$ cat src/rtl/run_timer.sv
// Cycle counter for a check run: cleared when a run starts, counts while enabled,
// and flags the last permitted cycle (count == TIMEOUT-1).
module run_timer #(
   parameter  int unsigned TIMEOUT = 1024,
   localparam int unsigned CycW    = $clog2(TIMEOUT + 1)
) (
   input  logic            clk,
   input  logic            reset,
   input  logic            clear_i,
   input  logic            en_i,
   output logic [CycW-1:0] count_o,
   output logic            tc_o
);

   logic [CycW-1:0] count_q;

   // Clear has priority so a restart always begins from zero.
   always_ff @(posedge clk or negedge reset) begin
      if (!reset) begin
         count_q <= '0;
      end else if (clear_i) begin
         count_q <= '0;
      end else if (en_i) begin
         count_q <= count_q + CycW'(1);
      end
   end

   assign count_o = count_q;
   assign tc_o    = (count_q == CycW'(TIMEOUT - 1));

endmodule

$ cat config.mk
export PLATFORM = sky130hd
export DESIGN_NAME = run_timer
export DESIGN_NICKNAME = d
export VERILOG_FILES = /design/src/rtl/run_timer.sv
export SDC_FILE = /design/constraint.sdc
export NUM_CORES = 1
export LEC_CHECK = 0
export ABC_AREA = 0
export BUFFER_PORTS_ARGS = -buffer_cell sky130_fd_sc_hd__buf_4
export CAP_MARGIN = 20
export CORE_UTILIZATION = 40
export DETAILED_ROUTE_END_ITERATION = 8
export PLACE_DENSITY = 0.75
export SLEW_MARGIN = 20
export SYNTH_ARGS = -nofsm -noshare
export SYNTH_HDL_FRONTEND = slang
export SYNTH_SLANG_ARGS = --single-unit
$ cat constraint.sdc
create_clock -name clk -period 3.5 [get_ports clk]
set_clock_uncertainty 0.05 [all_clocks]
set_input_delay 0.175 -clock clk [delete_from_list [all_inputs] [get_ports clk]]
set_output_delay 0.175 -clock clk [all_outputs]
set_load 0.05 [all_outputs]
==> results.cfg <==
[sta]
tns_ps = 0
fin_crit_ps = 1690
rsz0062_at_grt = false
slew_headroom = 0.737
period_share = 0.483
slew_violations = 0
hold_viol = 0
whs_ps = 137
fmax_ghz = 0.591
setup_viol = 0
worst_pin_slew_ps = 392

[status]
outcome = complete, no violations

[drt]
drtIter0Drc = 4
vias_per_cell = 5.56
finalWirelength_um = 1160
drtPass1Iterations = 5
via_count = 495
postRouteAntennaNets = 0
wl_per_cell_um = 13.0
drc = 0

[worst_setup_path]
cp-end-kind = output pin
worstPathRequired_ps = 3270
path_cells = ha_1, nand3_1, nor4_1, buf_4
start_kind = register
crit_slowest_cell = dfrtp_1
crit_path_max_incr_delay_ps = 420
worstPathArrival_ps = 1470
cpLargestDelayFamily = flip-flops
crit_path_max_fanout = 5
crit_buf_inv = 1
crit_type = register to output pin

[logic_synthesis]
synth_cell_type_count = 22
yosysWarnings = 0
async_reset_ff_frac = 1.00
synth-edff-count = 0
syn_area_um2 = 556
avgSynthCellArea_um2 = 9.92
ys.flop_type = dfrtp_1
seq_area_frac_synth = 0.495
ys_seq_elements = 11
syn_inst = 56
syn-num-nets = 61

[cells_and_area]
fill_cells = 134
drive_gt1_frac = 0.257
syn_to_final_growth_pct = 28.6
largest_reg_flops = 11
final_nets = 80
diodes = 0

[die]
io_pins = 16
die_h_um = 39.3
die_x_um = 39.3
start_util = 0.427
row_count = 13
core-area_mm2 = 0.00130
dieArea_mm2 = 0.00154

[global_route]
grt_pass1_wl_um = 1850
grt_overflow = 0
antenna_found_initial = 0
grt.total_usage = 0.181
grt_max_degree = 15
grt_pass1_vias = 428

[min_path]
hold_class = primary input to register

[clocking]
clock-sinks = 11
post-cts-setup-buffers = 0
clockBufferDepth = 2
numCtsBuffers = 3
h-tree-depth = 1
tritoncts = yes
clk_pin_slew_ps = 60
ctsRootBufferMaster = clkbuf_4
clk_latency_ps = 260

[place]
gp_congestion = 0.700
portBuffers = 15
detailed_place_hpwl_um = 812

[pwr]
p_leak_uw = 0.000312
irDropWorstVdd_mv = 0.208
power_density_mw_per_mm2 = 342

[run]
maxCapViolCount = 0
final timing paths:
kind                             startpoint           to  slack, ps  cells after the start
max in group asynchronous             reset   count_o[5]       3020                      2
worst min-delay path                clear_i   count_o[7]        140                      2
min in group asynchronous             reset   count_o[8]        230                      2
worst max-delay path             count_o[0]         tc_o       1810                      4
worst max register to register   count_o[0]  count_o[10]       1910                      4
worst min register to register  count_o[10]  count_o[10]        550                      2
placed cells by master (no fill, tap or decap):
cell type	instances
xnor2_1	2
nor2b_1	1
mux2_1	1
clkbuf_4	3
or4_1	3
nand3_1	3
dfrtp_1	11
o31ai_1	3
or3_1	2
o2111ai_2	1
xor2_1	2
nand4_1	2
nor2_1	6
o211ai_1	1
mux2i_1	1
o21ai_0	2
nand2_1	3
dlygate4sd3_1	1
inv_1	2
buf_4	15
nor4_1	2
ha_1	1
clkbuf_1	1
a21oi_1	5
power by group:
group / total (uW) / switching (uW) / internal [uW]
combinational: 28.5 / 18.8 / 9.69
clock: 82.9 / 38.9 / 44.0
sequential: 133 / 3.54 / 129
total: 244 / 61.3 / 183
synthesized netlist by cell type, types with 2 or more instances:
| cell | count | share of area |
|---|---|---|
| inv_1 | 2 | 0.014 |
| a21oi_1 | 5 | 0.045 |
| xor2_1 | 2 | 0.032 |
| or3_1 | 2 | 0.023 |
| nand4_1 | 2 | 0.023 |
| nand2_1 | 3 | 0.020 |
| nand3_1 | 3 | 0.027 |
| nor4_1 | 2 | 0.023 |
| nor2_1 | 6 | 0.041 |
| or4_1 | 3 | 0.041 |
| xnor2_1 | 2 | 0.032 |
| o31ai_1 | 3 | 0.041 |
| o21ai_0 | 2 | 0.018 |
| dfrtp_1 | 11 | 0.50 |
cells by family (layout without fill, tap and decap cells):
| group | count (synthesis) | in the layout | share of synthesized area |
|---|---|---|---|
| XOR/XNOR | 4 | 4 | 0.0631 |
| adder cells (fa/ha/maj) | 1 | 1 | 0.0225 |
| multiplexers | 2 | 2 | 0.0383 |
| AO/OA/AOI/OAI | 12 | 12 | 0.144 |
| buffers and inverters | 4 | 22 | 0.0293 |
| flip-flops | 11 | 11 | 0.495 |
| AND/OR/NAND/NOR | 22 | 22 | 0.207 |
metal layers:
metal | GRT usage | share of wire | up-vias
met5 | 0 | 0 | -
met4 | 0.112 | 0.0086 | 0
met3 | 0.0398 | 0.061 | 2
met2 | 0.254 | 0.45 | 21
met1 | 0.249 | 0.48 | 228
li1 | - | - | 244
stage by stage:
step / utilization / instances / setup slack, ps / power (uW) / area, um2
after floorplan: - / 56 / 763 / 152 / 556
after global placement: 0.521 / 84 / 1980 / 163 / 678
after detailed placement: 0.521 / 84 / 1920 / 163 / 678
after CTS: 0.549 / 89 / 1800 / 251 / 714
after global routing: 0.549 / 89 / 1740 / 258 / 714
final: 0.549 / 89 / 1810 / 244 / 714
area by class of cell:
class	instances	area [um2]	area share
timing repair buffer	16	123	0.172
tap	15	18.8	0.0263
multi-input combinational	41	264	0.370
sequential	11	275	0.385
inverter	2	7.51	0.0105
clock buffer	4	26.3	0.0368
worst register-to-register path: cells and delay by family, from the launching register on:
kind	cells	cell delay, ps
AOI/OAI and AO/OA	2	370
adders and majority gates	1	230
DFF	1	420
and+or+nand+nor	1	440
timing repair:
action,4_1_cts,5_1_grt
hold buffers,1,0
setup endpoints to repair,0,0
hold endpoints to repair,11,0
gates resized for setup,0,0
No activity file was read; power rests on OpenSTA's default activity.
